===== config.mk =====
export PLATFORM = sky130hd
export DESIGN_NAME = mem_port_arbiter_flat
export DESIGN_NICKNAME = d
export VERILOG_FILES = /design/src/rtl/mem_port_arbiter_if.sv /design/src/rtl/mem_port_arbiter.sv /design/src/flat_wrapper.sv
export SDC_FILE = /design/constraint.sdc
export NUM_CORES = 1
export LEC_CHECK = 0
export CAP_MARGIN = 40
export CORE_MARGIN = 8
export CORE_UTILIZATION = 43
export DETAILED_ROUTE_END_ITERATION = 16
export GPL_TIMING_DRIVEN = 0
export PLACE_DENSITY = 0.85
export SETUP_SLACK_MARGIN = 0.1
export SLEW_MARGIN = 5
export SYNTH_ARGS = -nofsm -noshare
export SYNTH_HDL_FRONTEND = slang
export SYNTH_SLANG_ARGS = --single-unit

===== constraint.sdc =====
create_clock -name clk -period 3.9 [get_ports clk]
set_clock_uncertainty 0.05 [all_clocks]
set_input_delay 0.39 -clock clk [delete_from_list [all_inputs] [get_ports clk]]
set_output_delay 0.39 -clock clk [all_outputs]
set_load 0.005 [all_outputs]

===== src/rtl/mem_port_arbiter_if.sv =====
// Request/response bundle between the fetch port, the data port and the shared memory.
// master is the arbiter's view; slave is the view of the clients and memory around it.
interface mem_port_arbiter_if #(
    parameter int unsigned ADDR_W = 32,
    parameter int unsigned DATA_W = 32
);
    logic              if_req;
    logic [ADDR_W-1:0] if_addr;
    logic [DATA_W-1:0] if_rdata;
    logic              if_ready;

    logic              d_req;
    logic              d_we;
    logic [ADDR_W-1:0] d_addr;
    logic [DATA_W-1:0] d_wdata;
    logic [DATA_W-1:0] d_rdata;
    logic              d_ready;

    logic              mem_req;
    logic              mem_we;
    logic [ADDR_W-1:0] mem_addr;
    logic [DATA_W-1:0] mem_wdata;
    logic [DATA_W-1:0] mem_rdata;
    logic              mem_ack;

    modport master (
        input  if_req, if_addr, d_req, d_we, d_addr, d_wdata, mem_rdata, mem_ack,
        output if_rdata, if_ready, d_rdata, d_ready, mem_req, mem_we, mem_addr, mem_wdata
    );

    modport slave (
        output if_req, if_addr, d_req, d_we, d_addr, d_wdata, mem_rdata, mem_ack,
        input  if_rdata, if_ready, d_rdata, d_ready, mem_req, mem_we, mem_addr, mem_wdata
    );
endinterface


===== src/rtl/mem_port_arbiter.sv =====
// Two-port arbiter sharing one memory between instruction fetch and data access.
// Data wins ties unless a waiting fetch has already been passed over STARVE_MAX times.
module mem_port_arbiter #(
    parameter int unsigned ADDR_W     = 32,
    parameter int unsigned DATA_W     = 32,
    parameter int unsigned STARVE_MAX = 4
) (
    input  logic               clk,
    input  logic               rst_n,
    mem_port_arbiter_if.master bus,
    output logic               busy
);
    localparam int unsigned CntW = (STARVE_MAX < 1) ? 1 : $clog2(STARVE_MAX + 1);
    localparam logic [CntW-1:0] StarveMax = CntW'(STARVE_MAX);

    typedef enum logic [2:0] {StIdle, StBusyIf, StBusyD, StRespIf, StRespD} state_e;

    state_e            state_q, state_d;
    logic              grant_if, grant_d;
    logic [CntW-1:0]   starve_cnt_q;
    logic              mem_we_q;
    logic [ADDR_W-1:0] mem_addr_q;
    logic [DATA_W-1:0] mem_wdata_q;
    logic [DATA_W-1:0] if_rdata_q;
    logic [DATA_W-1:0] d_rdata_q;

    always_comb begin
        state_d  = state_q;
        grant_if = 1'b0;
        grant_d  = 1'b0;
        case (state_q)
            StIdle: begin
                if (bus.d_req && (!bus.if_req || (starve_cnt_q < StarveMax))) begin
                    grant_d = 1'b1;
                    state_d = StBusyD;
                end else if (bus.if_req) begin
                    grant_if = 1'b1;
                    state_d  = StBusyIf;
                end
            end
            StBusyIf: if (bus.mem_ack) state_d = StRespIf;
            StBusyD:  if (bus.mem_ack) state_d = StRespD;
            StRespIf, StRespD: state_d = StIdle;
            default: state_d = StIdle;
        endcase
    end

    always_ff @(posedge clk or negedge rst_n) begin
        if (!rst_n) state_q <= StIdle;
        else        state_q <= state_d;
    end

    always_ff @(posedge clk or negedge rst_n) begin
        if (!rst_n) begin
            starve_cnt_q <= '0;
            mem_we_q     <= 1'b0;
            mem_addr_q   <= '0;
            mem_wdata_q  <= '0;
            if_rdata_q   <= '0;
            d_rdata_q    <= '0;
        end else begin
            if (grant_d) begin
                mem_we_q    <= bus.d_we;
                mem_addr_q  <= bus.d_addr;
                mem_wdata_q <= bus.d_wdata;
                // Only data grants that overtake a waiting fetch count towards starvation.
                if (bus.if_req && (starve_cnt_q != StarveMax)) begin
                    starve_cnt_q <= starve_cnt_q + CntW'(1);
                end
            end
            if (grant_if) begin
                mem_we_q     <= 1'b0;
                mem_addr_q   <= bus.if_addr;
                mem_wdata_q  <= '0;
                starve_cnt_q <= '0;
            end
            if ((state_q == StBusyIf) && bus.mem_ack) if_rdata_q <= bus.mem_rdata;
            if ((state_q == StBusyD) && bus.mem_ack && !mem_we_q) d_rdata_q <= bus.mem_rdata;
        end
    end

    assign bus.mem_req   = (state_q == StBusyIf) || (state_q == StBusyD);
    assign bus.mem_we    = mem_we_q;
    assign bus.mem_addr  = mem_addr_q;
    assign bus.mem_wdata = mem_wdata_q;
    assign bus.if_rdata  = if_rdata_q;
    assign bus.d_rdata   = d_rdata_q;
    assign bus.if_ready  = (state_q == StRespIf);
    assign bus.d_ready   = (state_q == StRespD);
    assign busy          = (state_q != StIdle);
endmodule


===== src/flat_wrapper.sv =====
// flat-port wrapper written by rule: the top's interface ports become plain ports
module mem_port_arbiter_flat 
#(
    parameter int unsigned ADDR_W     = 32,
    parameter int unsigned DATA_W     = 32,
    parameter int unsigned STARVE_MAX = 4
)
  (clk, rst_n, busy, bus_if_req, bus_if_addr, bus_d_req, bus_d_we, bus_d_addr, bus_d_wdata, bus_mem_rdata, bus_mem_ack, bus_if_rdata, bus_if_ready, bus_d_rdata, bus_d_ready, bus_mem_req, bus_mem_we, bus_mem_addr, bus_mem_wdata);
  mem_port_arbiter_if #(.ADDR_W(ADDR_W), .DATA_W(DATA_W)) bus_i ();
  input  logic clk;
  input  logic rst_n;
  output logic busy;
  input wire logic [$bits(bus_i.if_req)-1:0] bus_if_req;
  input wire logic [$bits(bus_i.if_addr)-1:0] bus_if_addr;
  input wire logic [$bits(bus_i.d_req)-1:0] bus_d_req;
  input wire logic [$bits(bus_i.d_we)-1:0] bus_d_we;
  input wire logic [$bits(bus_i.d_addr)-1:0] bus_d_addr;
  input wire logic [$bits(bus_i.d_wdata)-1:0] bus_d_wdata;
  input wire logic [$bits(bus_i.mem_rdata)-1:0] bus_mem_rdata;
  input wire logic [$bits(bus_i.mem_ack)-1:0] bus_mem_ack;
  output wire logic [$bits(bus_i.if_rdata)-1:0] bus_if_rdata;
  output wire logic [$bits(bus_i.if_ready)-1:0] bus_if_ready;
  output wire logic [$bits(bus_i.d_rdata)-1:0] bus_d_rdata;
  output wire logic [$bits(bus_i.d_ready)-1:0] bus_d_ready;
  output wire logic [$bits(bus_i.mem_req)-1:0] bus_mem_req;
  output wire logic [$bits(bus_i.mem_we)-1:0] bus_mem_we;
  output wire logic [$bits(bus_i.mem_addr)-1:0] bus_mem_addr;
  output wire logic [$bits(bus_i.mem_wdata)-1:0] bus_mem_wdata;
  assign bus_i.if_req = bus_if_req;
  assign bus_i.if_addr = bus_if_addr;
  assign bus_i.d_req = bus_d_req;
  assign bus_i.d_we = bus_d_we;
  assign bus_i.d_addr = bus_d_addr;
  assign bus_i.d_wdata = bus_d_wdata;
  assign bus_i.mem_rdata = bus_mem_rdata;
  assign bus_i.mem_ack = bus_mem_ack;
  assign bus_if_rdata = bus_i.if_rdata;
  assign bus_if_ready = bus_i.if_ready;
  assign bus_d_rdata = bus_i.d_rdata;
  assign bus_d_ready = bus_i.d_ready;
  assign bus_mem_req = bus_i.mem_req;
  assign bus_mem_we = bus_i.mem_we;
  assign bus_mem_addr = bus_i.mem_addr;
  assign bus_mem_wdata = bus_i.mem_wdata;
  mem_port_arbiter #(.ADDR_W(ADDR_W), .DATA_W(DATA_W), .STARVE_MAX(STARVE_MAX)) u_core (.clk(clk), .rst_n(rst_n), .bus(bus_i), .busy(busy));
endmodule

==> reports/results.ini, run 1 <==
[run_status]
outcome=complete, no violations

[grt]
grt_use_total=0.213
overflow=0
grt_start_max_net_pins=70
grt_pass1_vias=4765
antenna_found_initial=0
grt_pass1_wl_um=26900

[critical_path]
crit_fanout=10
r2r_start=u_core.state_q[0]$_DFFE_PN0P_
reg2regPathDepth=6
r2r_end=u_core.bus.mem_addr[12]$_DFFE_PN0P_
cp.arrival_ps=1980
criticalPathCategory=reg2out
startpoint_type=flip-flop
cp-end-kind=output pin
crit_required_ps=3460
ff2ff_setup_slack_ps=1620

[timing]
report.final.slew_viol_count=0
worst_pin_slew_ps=644
fin_ws_ps=1480
min_period_ps=2420
finalCritPeriodShare=0.620
relSlewSlack=0.568
rsz0062_at_grt=false
clock.fmax_mhz=414
finalHoldViolCount=0
setup_viol=0

[cts]
cts_tree=built
cts_buffer_depth=2
post_cts_buffers=0
cts_made_buffers=17
clkSlewWorstSetupHoldPaths_ps=60
postCtsResizedCells=0
cts.sinks=135
ctsHoldBuffers=1
insertion_delay_ps=410
cts_root_buf=clkbuf_16
htree_levels=4

[power_and_ir_drop]
ir_worst_vdd_uv=421
power.total_mw=7.18
p_leak_nw=3.87
powerDensity_mw_per_mm2=809

[synthesis]
yosys.area.top_type=dfrtp_1
syn_nets=506
netlist_instances=370
yosys.area.top_type_share=0.634
synth.area.mux_share=0.135
yosys_warnings=0
synth_compound_area_frac=0.129
synth.avg_cell_area_um2=14.4
synth-simple-area-share=0.0601
yosys-top-cells-area=dfrtp_1 (63%), mux2_2 (13%), a221o_1 (6.0%), a22o_1 (4.8%), and3_1 (3.8%)
synthAdderAreaFrac=0.00469
yosysUniqueCellTypes=29
netlist_area_mm2=0.00533
synth_seq_area_share=0.634
synth_xor_xnor_area_share=0.00164
synth_top_family_by_area=multiplexers
synth-seq-cells=135

[final_layout]
mostFrequentLayoutCells=clkdlybuf4s50_1 (265), dfrtp_1 (135), mux2_2 (60)
layout.nets=793
stdcell_area_mm2=0.00887
final_common_cell=clkdlybuf4s50_1
area_growth_pct=66.4
n_antenna_cell=0
drive_gt1_frac=0.173

[routing]
initialDrtViolationCount=287
wirelength_um=17100
vias_per_cell=5.18
drc_errors=0
ant_nets=0
drtPass1Iterations=4
vias=4340
detail_route.wl_per_cell_um=20.5

[placed_design]
placed_area_mm2=0.00823
io_buffers=266
place.gp.congestion=0.819
dpl_worst_slack_ps=1320
hpwl_um=13300

[hold_path]
hp-class=reg2reg
hp-start=u_core.bus.if_rdata[3]$_DFFE_PN0P_
whs_endpoint=u_core.bus.if_rdata[3]$_DFFE_PN0P_
min_path_cells=1

[floorplanning]
rows=40
die_h_um=127
coreArea_mm2=0.0121
dieWidth_um=127
io-pin-count=267
start_util=0.442
die-area_mm2=0.0162

[job]
cap_violations=0

## where the power goes
group | leakage (nW) | total, mW | internal, mW | switching (mW)
clock network | 0.298 | 1.70 | 1.10 | 0.595
logic | 1.91 | 3.04 | 1.94 | 1.10
registers | 1.66 | 2.44 | 2.07 | 0.370
total | 3.87 | 7.18 | 5.11 | 2.07
## through the flow
| step | std cells | setup TNS [ps] | hold slack, ps | utilization |
|---|---|---|---|---|
| floorplan | 370 | 0 | 44.4 | - |
| global placement | 804 | -343920 | 418 | 0.680 |
| detailed placement | 805 | 0 | 370 | 0.683 |
| CTS | 838 | 0 | 456 | 0.736 |
| global route | 838 | 0 | 466 | 0.736 |
| finish | 838 | 0 | 452 | 0.736 |
## metal layers
layer | wire length [um] | track usage | share of wire
met1 | 6750 | 0.242 | 0.39
met5 | 0 | 0 | 0
met4 | 273 | 0.0693 | 0.016
met3 | 1440 | 0.0753 | 0.084
met2 | 8680 | 0.366 | 0.51
## logic make-up after synthesis
group                    after synthesis
AO/OA/AOI/OAI                         79
XOR/XNOR                               1
AND/OR/NAND/NOR                       53
buffers and inverters                 36
flip-flops                           135
multiplexers                          64
adder cells (fa/ha/maj)                2
## worst max-delay path, cell delays in order, from the launching register on
cell and delay [ps]:
dfrtp_1 380, buf_6 140, nor3_1 360, inv_1 190
clkdlybuf4s50_1 490
## final cells by class
type                       instances  area [um^2]
sequential                       135         3380
multi-input combinational        199         1760
timing repair buffer             268         2700
inverter                           5         18.8
clock inverter                    12          174
fill                             810         3190
buffer                            31          173
clock buffer                      20          457
tap                              168          210
## sequential cells by signal, summed over array words and instances (netlist names)
register	cells
u_core.bus.d_rdata	32
u_core.bus.if_rdata	32
u_core.bus.mem_addr	32
u_core.bus.mem_wdata	32
u_core.bus.mem_we	1
u_core.starve_cnt_q	3
u_core.state_q	3
## cell usage after synthesis
library cell,instances
and3_1,32
dfrtp_1,135
o21ai_1,1
nand2_1,6
o311a_1,1
a21bo_2,1
ha_1,2
nor4_2,1
or4b_1,1
inv_1,5
clkbuf_1,11
a22o_1,29
mux2_1,4
nor3b_1,1
mux2_2,60
and3b_1,1
nor2_1,2
a21boi_0,1
a21oi_4,1
a21oi_1,6
buf_6,5
o21ai_0,7
nor4bb_1,1
nor3_1,3
nand4_1,1
buf_2,15
a221o_1,32
nand3_1,4
xnor2_1,1
## worst max-delay path by stage
stage / start / endpoint / slack, ps / cells past startpoint
2_1_floorplan: u_core.state_q[2]$_DFFE_PN0P_ / u_core.bus.mem_addr[10]$_DFFE_PN0P_ / 2140 / 6
5_1_grt: u_core.state_q[2]$_DFFE_PN0P_ / busy / 1360 / 4
3_5_place_dp: bus_d_req / u_core.bus.mem_addr[30]$_DFFE_PN0P_ / 1320 / 6
3_3_place_gp: rst_n / u_core.bus.mem_wdata[13]$_DFFE_PN0P_ / -2550 / 1
4_1_cts: u_core.state_q[2]$_DFFE_PN0P_ / busy / 1430 / 4
6_report: u_core.state_q[0]$_DFFE_PN0P_ / busy / 1480 / 4
No activity file was read; power rests on OpenSTA's default activity.
==> inputs of run 2 (changes only) <==
--- a/config.mk
+++ b/config.mk
@@ -7,10 +7,10 @@
 export LEC_CHECK = 0
 export CAP_MARGIN = 40
 export CORE_MARGIN = 8
-export CORE_UTILIZATION = 43
+export CORE_UTILIZATION = 36
 export DETAILED_ROUTE_END_ITERATION = 16
 export GPL_TIMING_DRIVEN = 0
-export PLACE_DENSITY = 0.85
+export PLACE_DENSITY = 0.76
 export SETUP_SLACK_MARGIN = 0.1
 export SLEW_MARGIN = 5
 export SYNTH_ARGS = -nofsm -noshare
==> constraint.sdc (replaced) <==
create_clock -name clk -period 2.12 [get_ports clk]
set_clock_uncertainty 0.05 [all_clocks]
set_input_delay 0.212 -clock clk [delete_from_list [all_inputs] [get_ports clk]]
set_output_delay 0.212 -clock clk [all_outputs]
set_load 0.005 [all_outputs]
==> reports/results.ini, run 2 (synthesis gave the netlist of run 1 again) <==
[critical_path]
crit_required_ps=2350
startpoint_type=flip-flop
cpMostUsedCell=buf_2
crit_slowest_cell=mux2_2
criticalPathCategory=reg2reg
cp_slowest_stage_delay_ps=370
cp.arrival_ps=2160
path_delay_family=buffers and inverters
crit_fanout=10
crit_chain=buf_2, nor4bb_1, clkbuf_2, buf_2, mux2_2
cp-end-kind=flip-flop
cp_num_buf_inv=3

[routing]
detail_route.wl_per_cell_um=19.8
drtPass1Iterations=6
ant_nets=0
drc_errors=0
initialDrtViolationCount=221
wirelength_um=16900
vias=4284
vias_per_cell=5.00

[final_layout]
area_growth_pct=65.8
stdcell_area_mm2=0.00884
drive_gt1_frac=0.180
layout.nets=796
mostFrequentLayoutCells=clkdlybuf4s50_1 (262), dfrtp_1 (135), mux2_2 (60)
n_antenna_cell=0
final_common_cell=clkdlybuf4s50_1
instances_no_fill=856
nFillCells=1133
postLayoutCoreUtil=0.611

[cts]
htree_levels=4
insertion_delay_ps=410
cts.sinks=135
cts_buffer_depth=2
clkSlewWorstSetupHoldPaths_ps=60
cts_made_buffers=17
cts_root_buf=clkbuf_16
cts_tree=built

[hold_path]
hp-class=in2reg

[timing]
rsz0062_at_grt=false
min_period_ps=1920
clock.fmax_mhz=520
finalCritPeriodShare=0.907
setup_viol=0
finalHoldViolCount=0
relSlewSlack=0.517
report.final.slew_viol_count=0
hold_ws_ps=329
worst_pin_slew_ps=724

[grt]
grt_pass1_wl_um=25800
grt_start_max_net_pins=79
grt_pass1_vias=4699
overflow=0
antenna_found_initial=0
grt_use_total=0.176

[run_status]
outcome=complete, no violations

[job]
cap_violations=0

[floorplanning]
start_util=0.368
coreArea_mm2=0.0145
dieWidth_um=138
rows=44
die_h_um=138
die-area_mm2=0.0190
io-pin-count=267

[power_and_ir_drop]
power.total_mw=12.7
internal_power_mw=8.94
ir_worst_vdd_uv=605
p_leak_nw=3.88
seq_power_share=0.356
clkPwrFrac=0.203
power_frac_comb=0.441
powerDensity_mw_per_mm2=1430
p_switching_mw=3.73
swShare=0.294

[placed_design]
hpwl_um=13300
io_buffers=266
placed_area_mm2=0.00825
dp_cells=821
place.gp.congestion=0.778

[run 2: final cells by class]
type / count / area, um^2 / share of cell area
Sequential cell: 135 / 3380 / 0.382
Timing Repair Buffer: 271 / 2730 / 0.308
Multi-Input combinational cell: 199 / 1790 / 0.202
Clock buffer: 22 / 464 / 0.0525
Tap cell: 184 / 230 / 0.0260
Buffer: 31 / 183 / 0.0207
Clock inverter: 9 / 53.8 / 0.00608
Inverter: 5 / 18.8 / 0.00212
[run 2: stage by stage]
step | setup TNS [ps] | setup WS [ps]
final | 0 | 198
after global routing | 0 | 102
after CTS | 0 | 104
after detailed placement | -11970 | -278
after global placement | -592830 | -4290
after floorplan | 0 | 358
[run 2: worst paths after layout]
path / from / slack, ps / end / cells past startpoint
max: u_core.state_q[1]$_DFFE_PN0P_ / 200 / u_core.bus.if_rdata[21]$_DFFE_PN0P_ / 5
min: bus_d_wdata[9] / 330 / u_core.bus.mem_wdata[9]$_DFFE_PN0P_ / 3
max in group asynchronous: rst_n / 960 / u_core.state_q[2]$_DFFE_PN0P_ / 3
max reg2reg: u_core.state_q[1]$_DFFE_PN0P_ / 200 / u_core.bus.if_rdata[21]$_DFFE_PN0P_ / 5
min reg2reg: u_core.bus.if_rdata[5]$_DFFE_PN0P_ / 440 / u_core.bus.if_rdata[5]$_DFFE_PN0P_ / 1
min in group asynchronous: rst_n / 340 / u_core.bus.d_rdata[27]$_DFFE_PN0P_ / 2
[run 2: layer usage]
layer / vias to the layer above / wire, um / track usage
met5: - / 0 / 0
met4: 0 / 263 / 0.0555
met3: 23 / 1730 / 0.0835
met2: 176 / 8350 / 0.293
met1: 2113 / 6600 / 0.196
li1: 1972 / - / -
[run 2: worst reg2reg max path, stage by stage, from the launching register on]
cell and delay (ps):
dfrtp_1 350, buf_2 180, nor4bb_1 330, clkbuf_2 240
buf_2 280, mux2_2 370
[run 2: power groups by stage]
stage | clock, mW | sequential, mW | combinational [mW]
after floorplan | 0 | 4.52 | 2.11
after global placement | 0 | 4.47 | 5.47
after detailed placement | 0 | 4.53 | 5.62
after CTS | 2.64 | 4.52 | 5.70
after global routing | 2.76 | 4.67 | 6.01
final | 2.57 | 4.51 | 5.59
[run 2: what timing repair did]
item,in CTS,in global routing
setup endpoints to repair,89,39
endpoints found under the hold margin,77,0
hold buffers,1,0
setup buffers,1,2
pin swaps,1,0
gates cloned,0,0
gates resized for setup,9,6
==> inputs of run 3 (changes only) <==
--- a/config.mk
+++ b/config.mk
@@ -7,10 +7,10 @@
 export LEC_CHECK = 0
 export CAP_MARGIN = 40
 export CORE_MARGIN = 8
-export CORE_UTILIZATION = 36
+export CORE_UTILIZATION = 30
 export DETAILED_ROUTE_END_ITERATION = 16
 export GPL_TIMING_DRIVEN = 0
-export PLACE_DENSITY = 0.76
+export PLACE_DENSITY = 0.74
 export SETUP_SLACK_MARGIN = 0.1
 export SLEW_MARGIN = 5
 export SYNTH_ARGS = -nofsm -noshare
==> reports/results.ini, run 3 (synthesis gave the netlist of run 1 again) <==
[critical_path]
cp.arrival_ps=2230
crit_chain=buf_6, or4b_1, buf_2, a21oi_4, buf_6, a221o_1
startpoint_type=flip-flop
cp-end-kind=flip-flop
ff2ff_setup_slack_ps=190
cp_slowest_stage_delay_ps=520
path_delay_family=buffers and inverters
crit_required_ps=2420
criticalPathCategory=reg2reg
cp_num_buf_inv=3
cpMostUsedCell=buf_6
crit_slowest_cell=or4b_1
crit_fanout=10

[final_layout]
postLayoutCoreUtil=0.517
layout.nets=796
drive_gt1_frac=0.182
n_antenna_cell=0
mostFrequentLayoutCells=clkdlybuf4s50_1 (262), dfrtp_1 (135), mux2_2 (60)
area_growth_pct=68.4
final_common_cell=clkdlybuf4s50_1

[timing]
rsz0062_at_grt=true
finalHoldViolCount=0
relSlewSlack=0.594
finalCritPeriodShare=0.910
min_period_ps=1930
worst_pin_slew_ps=609
report.final.slew_viol_count=0
clock.fmax_mhz=518
setup_viol=0

[run_status]
outcome=complete, no violations

[cts]
cts_buffer_depth=2
cts_tree=built
htree_levels=4
clkSlewWorstSetupHoldPaths_ps=60
cts_root_buf=clkbuf_16
cts_made_buffers=17
cts.sinks=135
insertion_delay_ps=410

[grt]
grt_pass1_vias=4881
grt_start_max_net_pins=74
use_met3=0.0631
use_met2=0.256
grt_use_total=0.156
overflow=0
grt_pass1_wl_um=27300
busiest_layer=met2
antenna_found_initial=0
gr-usage-met1=0.178

[routing]
initialDrtViolationCount=120
wirelength_um=17300
detail_route.wl_per_cell_um=19.3
drtPass1Iterations=4
ant_nets=0
vias=4346
drc_errors=0
vias_per_cell=4.85

[power_and_ir_drop]
p_leak_nw=3.90
ir_worst_vdd_uv=613
powerDensity_mw_per_mm2=1450
power.total_mw=13.0

[hold_path]
hp-class=in2async

[floorplanning]
start_util=0.307
io-pin-count=267
dieWidth_um=149
coreArea_mm2=0.0174
rows=48
die_h_um=149
die-area_mm2=0.0223

[placed_design]
io_buffers=266
place.gp.congestion=0.781
hpwl_um=13500

[job]
cap_violations=0

[run 3: cell count changes in the layout (fill, tap and decap cells not counted), sizes merged]
| cell | before | now |
|---|---|---|
| clkinv | 7 | 4 |
| inv | 5 | 6 |
| clkbuf | 33 | 36 |
| clkinvlp | 2 | 4 |
| buf | 25 | 20 |
| bufinv | 0 | 2 |
[run 3: power by group]
group / leakage, nW / switching (mW) / total, mW / internal (mW)
sequential: 1.66 / 0.707 / 4.51 / 3.80
combinational: 1.97 / 2.01 / 5.63 / 3.63
clock: 0.268 / 1.10 / 2.86 / 1.76
[run 3: worst register-to-register path: cells and delay by family, from the launching register on]
kind | cells | cell delay [ps]
AO/OA/AOI/OAI | 2 | 400
buffers and inverters | 3 | 530
flip-flops | 1 | 380
AND/OR/NAND/NOR | 1 | 520
[run 3: area by class of cell]
type / count / area [um^2]
sequential: 135 / 3380
tap: 225 / 282
clock inverter: 11 / 126
clock buffer: 20 / 447
inverter: 5 / 18.8
buffer: 30 / 186
timing repair buffer: 272 / 2750
multi-input combinational: 199 / 1790
fill: 1459 / 8380
[run 3: worst paths after layout]
check / startpoint / endpoint / cells after the start
max: u_core.state_q[0]$_DFFE_PN0P_ / u_core.bus.mem_addr[12]$_DFFE_PN0P_ / 6
min: rst_n / u_core.bus.if_rdata[17]$_DFFE_PN0P_ / 2
max reg2reg: u_core.state_q[0]$_DFFE_PN0P_ / u_core.bus.mem_addr[12]$_DFFE_PN0P_ / 6
min reg2reg: u_core.bus.if_rdata[3]$_DFFE_PN0P_ / u_core.bus.if_rdata[3]$_DFFE_PN0P_ / 1
max in group asynchronous: rst_n / u_core.bus.mem_addr[25]$_DFFE_PN0P_ / 3
min in group clk: bus_d_wdata[23] / u_core.bus.mem_wdata[23]$_DFFE_PN0P_ / 3
[run 3: stage by stage]
stage | instance area, um^2 | setup TNS, ps | std cells | hold slack (ps) | setup slack, ps
after floorplan | 5330 | 0 | 370 | -134 | 358
after global routing | 8980 | 0 | 897 | 329 | 98.8
after detailed placement | 8310 | -25690 | 862 | 187 | -349
after global placement | 8280 | -599190 | 861 | 422 | -4280
after CTS | 8950 | 0 | 897 | 319 | 83.1
final | 8980 | 0 | 897 | 306 | 191
[run 3: timing repair]
action,CTS,global route
resized for setup,7,12
hold endpoints to repair,62,0
buffers inserted,3,1
pin swaps,1,1
hold buffers,1,0
setup endpoints to repair,98,113
gates cloned,0,0
[run 3: layer usage]
metal,wire [um],up-vias
met4,408,0
met5,0,-
met2,8320,204
met1,6970,2141
met3,1630,28
li1,-,1973
